==> src/rtl/sfla40_16x8bw16_pkg.sv <==
// Shared constants, command enum and priority decode for the sfla40 ternary CAM.
package sfla40_pkg;

  localparam int SFLA40_BITS         = 8;
  localparam int SFLA40_WORDS        = 16;
  localparam int SFLA40_ADDRESS_SIZE = 4;
  localparam int SFLA40_BANK_SIZE    = 1;

  typedef enum logic [2:0] {
    CMD_NOP,
    CMD_FLUSH,
    CMD_WRITE,
    CMD_READ,
    CMD_COMPARE
  } cmd_e;

  // Only the highest-priority request survives: FLUSH > WR > RD > CMP.
  function automatic cmd_e decode_cmd(input logic en, input logic flush,
                                      input logic wr, input logic rd,
                                      input logic cmp);
    cmd_e cmd;
    cmd = CMD_NOP;
    if (en) begin
      if (flush)    cmd = CMD_FLUSH;
      else if (wr)  cmd = CMD_WRITE;
      else if (rd)  cmd = CMD_READ;
      else if (cmp) cmd = CMD_COMPARE;
    end
    return cmd;
  endfunction

endpackage

==> src/rtl/sfla40_16x8bw16_if.sv <==
// Command/data bus between the routing controller (master) and the CAM (slave).
interface sfla40_16x8bw16_if
  import sfla40_pkg::*;
#(
  parameter int Bits        = SFLA40_BITS,
  parameter int Words       = SFLA40_WORDS,
  parameter int AddressSize = SFLA40_ADDRESS_SIZE,
  parameter int BankSize    = SFLA40_BANK_SIZE
);

  logic                   CS;
  logic                   FLUSH;
  logic                   WR;
  logic                   RD;
  logic                   CMP;
  logic                   VBE;
  logic                   DCS;
  logic [Bits-1:0]        DI;
  logic [Bits-1:0]        MSKB;
  logic                   VBI;
  logic [AddressSize-1:0] A;
  logic [BankSize-1:0]    CBE;
  logic [Bits-1:0]        DO;
  logic                   VBO;
  logic                   HIT;
  logic [Words-1:0]       HITLINE;

  modport master (
    output CS, FLUSH, WR, RD, CMP, VBE, DCS, DI, MSKB, VBI, A, CBE,
    input  DO, VBO, HIT, HITLINE
  );

  modport slave (
    input  CS, FLUSH, WR, RD, CMP, VBE, DCS, DI, MSKB, VBI, A, CBE,
    output DO, VBO, HIT, HITLINE
  );

endinterface

==> src/rtl/sfla40_16x8bw16_match_line.sv <==
// Combinational ternary comparator for one CAM entry.
module sfla40_match_line #(
  parameter int Bits = 8
) (
  input  logic [Bits-1:0] key,
  input  logic [Bits-1:0] mask,
  input  logic [Bits-1:0] data,
  input  logic [Bits-1:0] care,
  input  logic            valid,
  output logic            match
);

  // A bit agrees if the key ignores it, the entry ignores it, or the values are equal.
  assign match = valid & (&(~mask | ~care | ~(key ^ data)));

endmodule

==> src/rtl/sfla40_16x8bw16.sv <==
// 16x8 ternary CAM with masked write, read, parallel compare and flush.
// Define SFLA40_ASSERT_EN to compile in simulation assertions on the command bus.
module sfla40_16x8bw16
  import sfla40_pkg::*;
#(
  parameter int Bits        = SFLA40_BITS,
  parameter int Words       = SFLA40_WORDS,
  parameter int AddressSize = SFLA40_ADDRESS_SIZE,
  parameter int BankSize    = SFLA40_BANK_SIZE
) (
  input logic               CK,
  input logic               RST,
  sfla40_16x8bw16_if.slave  bus
);

  logic [Bits-1:0]  data_q [Words];
  logic [Bits-1:0]  care_q [Words];
  logic [Words-1:0] valid_q;

  logic [Bits-1:0]  do_q;
  logic             vbo_q;
  logic             hit_q;
  logic [Words-1:0] hitline_q;

  cmd_e             cmd;
  logic             addr_ok;
  logic [Words-1:0] match_c;

  assign addr_ok = (32'(bus.A) < Words);

  always_comb begin
    cmd = decode_cmd(bus.CS & ~(|bus.CBE), bus.FLUSH, bus.WR, bus.RD, bus.CMP);
  end

  for (genvar i = 0; i < Words; i++) begin : g_match
    sfla40_match_line #(.Bits(Bits)) u_match (
      .key   (bus.DI),
      .mask  (bus.MSKB),
      .data  (data_q[i]),
      .care  (care_q[i]),
      .valid (valid_q[i]),
      .match (match_c[i])
    );
  end

  // Outputs not touched by the executed command keep their last value.
  always_ff @(posedge CK) begin
    if (RST) begin
      for (int i = 0; i < Words; i++) begin
        data_q[i] <= '0;
        care_q[i] <= '1;
      end
      valid_q   <= '0;
      do_q      <= '0;
      vbo_q     <= 1'b0;
      hit_q     <= 1'b0;
      hitline_q <= '0;
    end else begin
      case (cmd)
        CMD_FLUSH: begin
          valid_q   <= '0;
          hit_q     <= 1'b0;
          hitline_q <= '0;
        end
        CMD_WRITE: begin
          if (addr_ok) begin
            if (bus.DCS)
              data_q[bus.A] <= (data_q[bus.A] & ~bus.MSKB) | (bus.DI & bus.MSKB);
            else
              care_q[bus.A] <= (care_q[bus.A] & ~bus.MSKB) | (bus.DI & bus.MSKB);
            if (bus.VBE)
              valid_q[bus.A] <= bus.VBI;
          end
        end
        CMD_READ: begin
          if (addr_ok) begin
            do_q  <= bus.DCS ? data_q[bus.A] : care_q[bus.A];
            vbo_q <= bus.VBE & valid_q[bus.A];
          end else begin
            do_q  <= '0;
            vbo_q <= 1'b0;
          end
        end
        CMD_COMPARE: begin
          hitline_q <= match_c;
          hit_q     <= |match_c;
        end
        default: ;
      endcase
    end
  end

  assign bus.DO      = do_q;
  assign bus.VBO     = vbo_q;
  assign bus.HIT     = hit_q;
  assign bus.HITLINE = hitline_q;

`ifdef SFLA40_ASSERT_EN
  always @(posedge CK) begin
    if (!RST && bus.CS === 1'b1) begin
      assert (!$isunknown({bus.FLUSH, bus.WR, bus.RD, bus.CMP, bus.VBE, bus.DCS, bus.VBI, bus.CBE}));
      assert ($onehot0({bus.FLUSH, bus.WR, bus.RD, bus.CMP}));
      if (cmd == CMD_WRITE || cmd == CMD_READ)
        assert (addr_ok);
    end
  end
`endif

endmodule

==> src/flat_wrapper.sv <==
// flat-port wrapper written by rule: the top's interface ports become plain ports
module sfla40_16x8bw16_flat import sfla40_pkg::*;
#(
  parameter int Bits        = SFLA40_BITS,
  parameter int Words       = SFLA40_WORDS,
  parameter int AddressSize = SFLA40_ADDRESS_SIZE,
  parameter int BankSize    = SFLA40_BANK_SIZE
)
  (CK, RST, bus_CS, bus_FLUSH, bus_WR, bus_RD, bus_CMP, bus_VBE, bus_DCS, bus_DI, bus_MSKB, bus_VBI, bus_A, bus_CBE, bus_DO, bus_VBO, bus_HIT, bus_HITLINE);
  sfla40_16x8bw16_if #(.Bits(Bits), .Words(Words), .AddressSize(AddressSize), .BankSize(BankSize)) bus_i ();
  input logic CK;
  input logic RST;
  input wire logic [$bits(bus_i.CS)-1:0] bus_CS;
  input wire logic [$bits(bus_i.FLUSH)-1:0] bus_FLUSH;
  input wire logic [$bits(bus_i.WR)-1:0] bus_WR;
  input wire logic [$bits(bus_i.RD)-1:0] bus_RD;
  input wire logic [$bits(bus_i.CMP)-1:0] bus_CMP;
  input wire logic [$bits(bus_i.VBE)-1:0] bus_VBE;
  input wire logic [$bits(bus_i.DCS)-1:0] bus_DCS;
  input wire logic [$bits(bus_i.DI)-1:0] bus_DI;
  input wire logic [$bits(bus_i.MSKB)-1:0] bus_MSKB;
  input wire logic [$bits(bus_i.VBI)-1:0] bus_VBI;
  input wire logic [$bits(bus_i.A)-1:0] bus_A;
  input wire logic [$bits(bus_i.CBE)-1:0] bus_CBE;
  output wire logic [$bits(bus_i.DO)-1:0] bus_DO;
  output wire logic [$bits(bus_i.VBO)-1:0] bus_VBO;
  output wire logic [$bits(bus_i.HIT)-1:0] bus_HIT;
  output wire logic [$bits(bus_i.HITLINE)-1:0] bus_HITLINE;
  assign bus_i.CS = bus_CS;
  assign bus_i.FLUSH = bus_FLUSH;
  assign bus_i.WR = bus_WR;
  assign bus_i.RD = bus_RD;
  assign bus_i.CMP = bus_CMP;
  assign bus_i.VBE = bus_VBE;
  assign bus_i.DCS = bus_DCS;
  assign bus_i.DI = bus_DI;
  assign bus_i.MSKB = bus_MSKB;
  assign bus_i.VBI = bus_VBI;
  assign bus_i.A = bus_A;
  assign bus_i.CBE = bus_CBE;
  assign bus_DO = bus_i.DO;
  assign bus_VBO = bus_i.VBO;
  assign bus_HIT = bus_i.HIT;
  assign bus_HITLINE = bus_i.HITLINE;
  sfla40_16x8bw16 #(.Bits(Bits), .Words(Words), .AddressSize(AddressSize), .BankSize(BankSize)) u_core (.CK(CK), .RST(RST), .bus(bus_i));
endmodule
==> config.mk <==
export PLATFORM = sky130hd
export DESIGN_NAME = sfla40_16x8bw16_flat
export DESIGN_NICKNAME = d
export VERILOG_FILES = /design/src/rtl/sfla40_16x8bw16_pkg.sv /design/src/rtl/sfla40_16x8bw16_if.sv /design/src/rtl/sfla40_16x8bw16_match_line.sv /design/src/rtl/sfla40_16x8bw16.sv /design/src/flat_wrapper.sv
export SDC_FILE = /design/constraint.sdc
export NUM_CORES = 1
export LEC_CHECK = 0
export ABC_CLOCK_PERIOD_IN_PS = 6300
export CORE_MARGIN = 3
export CORE_UTILIZATION = 60
export DETAILED_ROUTE_END_ITERATION = 16
export DONT_BUFFER_PORTS = 1
export PLACE_DENSITY = 0.8
export SLEW_MARGIN = 20
export SYNTH_ARGS = -nofsm -noshare
export SYNTH_HDL_FRONTEND = slang
export SYNTH_SLANG_ARGS = --single-unit
==> constraint.sdc <==
create_clock -name CK -period 6.3 [get_ports CK]
set_input_delay 1.26 -clock CK [delete_from_list [all_inputs] [get_ports CK]]
set_output_delay 1.26 -clock CK [all_outputs]
set_load 0.02 [all_outputs]
==> metrics.txt <==
async set-reset flop share out of synthesis 0; Max Fclk 0.293 GHz; Setup CP Type primary input to flop; M2 GR Usage 0.568; cell taking the most area after synthesis edfxtp_1; buffers added on ports 0; busiest grt layer met2; Pwr Density 265 nW/um^2; status complete, no violations; clk buf depth 3; Warnings, synthesis 0; Clock Latency Late Sink 580 ps; FF+latch count, synth 298; HPWL after DPL 35.3 mm; core footprint 25600 um^2; H-tree depth 1; clk slew on worst S/H paths 60 ps; post-CTS sizing 0; share of cells above drive strength 1 0.152; post-detailed-route count of antenna-violating nets 0; ant diodes 0; setup_tns 0 ps; EDFF count, synth 256; RSZ-0062 raised after global routing no; Pre-antenna DRT Iters 9; Syn Nets 1361; crit path DAT 3650 ps; fin. max-slew vios 0; Hold-fix buffers, CTS 0; Syn Inst Count 1330; clk_skew 11.9 ps; clock sinks 298; Area contributors post-synth edfxtp_1 (48%), mux4_2 (12%), dfxtp_1 (5.3%), nand2_1 (5.2%), nor2_1 (4.1%); postcts setup bufs 0; total power 4.46 mW; average size of a mapped cell 11.9 um^2; worst-margin pin slew 988 ps; Total GRT Usage 0.343; relative slew slack 0.341; 1st-iter DRT viols 1994; pin count of the biggest net entering global routing 79; Die ar. 28400 um^2; crit path launch type primary input; final hold viol count 0; Rows 58; count leader, synth edfxtp_1; Area growth syn-to-layout 6.23%; Yosys cell types 38; grt met1 use 0.405; final hold slack 496 ps; top cell type's share of synthesized area 0.484; Initial Utilization 0.619; Tcrit/Tclk final 0.542; min Tclk post-route 3410 ps; Peak VDD IR 0.000247 V; grt total ovfl 0; DRC viols 0; vias per inst 7.03; post-synthesis cell area 15900 um^2; Setup-failing EPs final 0; initial antenna violation count 3; P_leak 5.12 nW; endpoint class of the critical path flop; Vert. Die Dim 169 um; Seq/Total Area, Yosys 0.537; Worst Path Required 6540 ps; Ports 57; NumNets Final 1299; routed via count 11400; global placement routability congestion 1.02; DR WL/cell 30.1 um; GR Util met3 0.0955; CTS tree done; Min-Delay Path Class flop to flop; most frequent cells after synthesis edfxtp_1 (256), nand2_1 (220), nor2_1 (175); vias in the first global route 11000; maxcap violations 0; first-pass GRT wire length 71.1 mm; Top FF cell, synth edfxtp_1; CTS Buf Count 31; crit-path max FO 16; drt total wl 48.9 mm; clk root buf clkbuf_16; Die X 169 um
==> critical path: stages <==
cell      delay (ps)
nand2b_1         150
nor4b_1          530
and2_1           780
nand4_1          460
nand2b_1         450
==> cells in the final DEF, fill, tap and decap left out, drive strengths merged, types with 3 or more instances in the layout <==
| master | n |
|---|---|
| or3 | 3 |
| mux2i | 24 |
| nand3 | 61 |
| o21a | 4 |
| xor2 | 63 |
| a21oi | 30 |
| nand2 | 220 |
| buf | 3 |
| nand2b | 20 |
| a211oi | 8 |
| o21ai | 31 |
| nor2 | 175 |
| nand4 | 14 |
| mux4 | 85 |
| edfxtp | 256 |
| bufinv | 4 |
| nor2b | 4 |
| dfxtp | 42 |
| a222oi | 12 |
| or2 | 29 |
| o22ai | 25 |
| clkinv | 9 |
| clkbuf | 43 |
| and2 | 38 |
| or4b | 12 |
| xnor2 | 65 |
==> registers in the layout, indices dropped and copies added, names as in the netlist <==
name,cells
u_core.valid_q,16
u_core.bus.VBO,1
u_core.bus.HIT,1
u_core.bus.DO,8
u_core.data_q,128
u_core.bus.HITLINE,16
u_core.care_q,128
==> stage by stage <==
step / instances / setup WS [ps] / utilization / instance area [um^2]
floorplan: 1330 / 2910 / - / 15900
global placement: 1564 / 2470 / 0.615 / 15800
detailed placement: 1564 / 2360 / 0.615 / 15800
CTS: 1622 / 2950 / 0.657 / 16800
global route: 1623 / 2730 / 0.658 / 16900
finish: 1623 / 2890 / 0.658 / 16900
==> report_power, final <==
group | internal, mW | switching [mW] | total, mW
clock network | 1.14 | 0.766 | 1.91
registers | 2.17 | 0.0345 | 2.20
logic | 0.149 | 0.206 | 0.354
==> metal layers <==
metal,part of all wire,vias up
met5,0.00084,-
met4,0.078,6
met3,0.13,266
met2,0.47,1011
met1,0.32,5462
li1,-,4670
==> cell type report <==
cell class | count | area [um^2]
Tap cell | 330 | 413
Inverter | 1 | 3.75
Timing Repair Buffer | 3 | 26.3
Clock buffer | 43 | 881
Fill cell | 1879 | 8760
Multi-Input combinational cell | 933 | 6810
Clock inverter | 15 | 196
Sequential cell | 298 | 8530
==> cells by family after synthesis <==
| family | after synthesis | share of synthesized area |
|---|---|---|
| XOR/XNOR | 128 | 0.0707 |
| buffers and inverters | 99 | 0.0338 |
| multiplexers | 109 | 0.148 |
| AO/OA/AOI/OAI | 113 | 0.0436 |
| AND/OR/NAND/NOR | 583 | 0.166 |
| flip-flops | 298 | 0.537 |
==> path summary, 6_finish.rpt <==
check,slack [ps],cells past startpoint,from,to
setup / recovery,2890,5,bus_CBE,u_core.data_q[12][6]$_SDFFCE_PN0P_
hold / removal,500,2,u_core.valid_q[6]$_SDFFE_PP0P_,u_core.valid_q[6]$_SDFFE_PP0P_
setup reg to reg,3570,4,u_core.care_q[7][2]$_SDFFCE_PN1P_,u_core.care_q[3][2]$_SDFFCE_PN1P_
hold reg to reg,500,2,u_core.valid_q[6]$_SDFFE_PP0P_,u_core.valid_q[6]$_SDFFE_PP0P_
(Power assumes the default switching activity.)
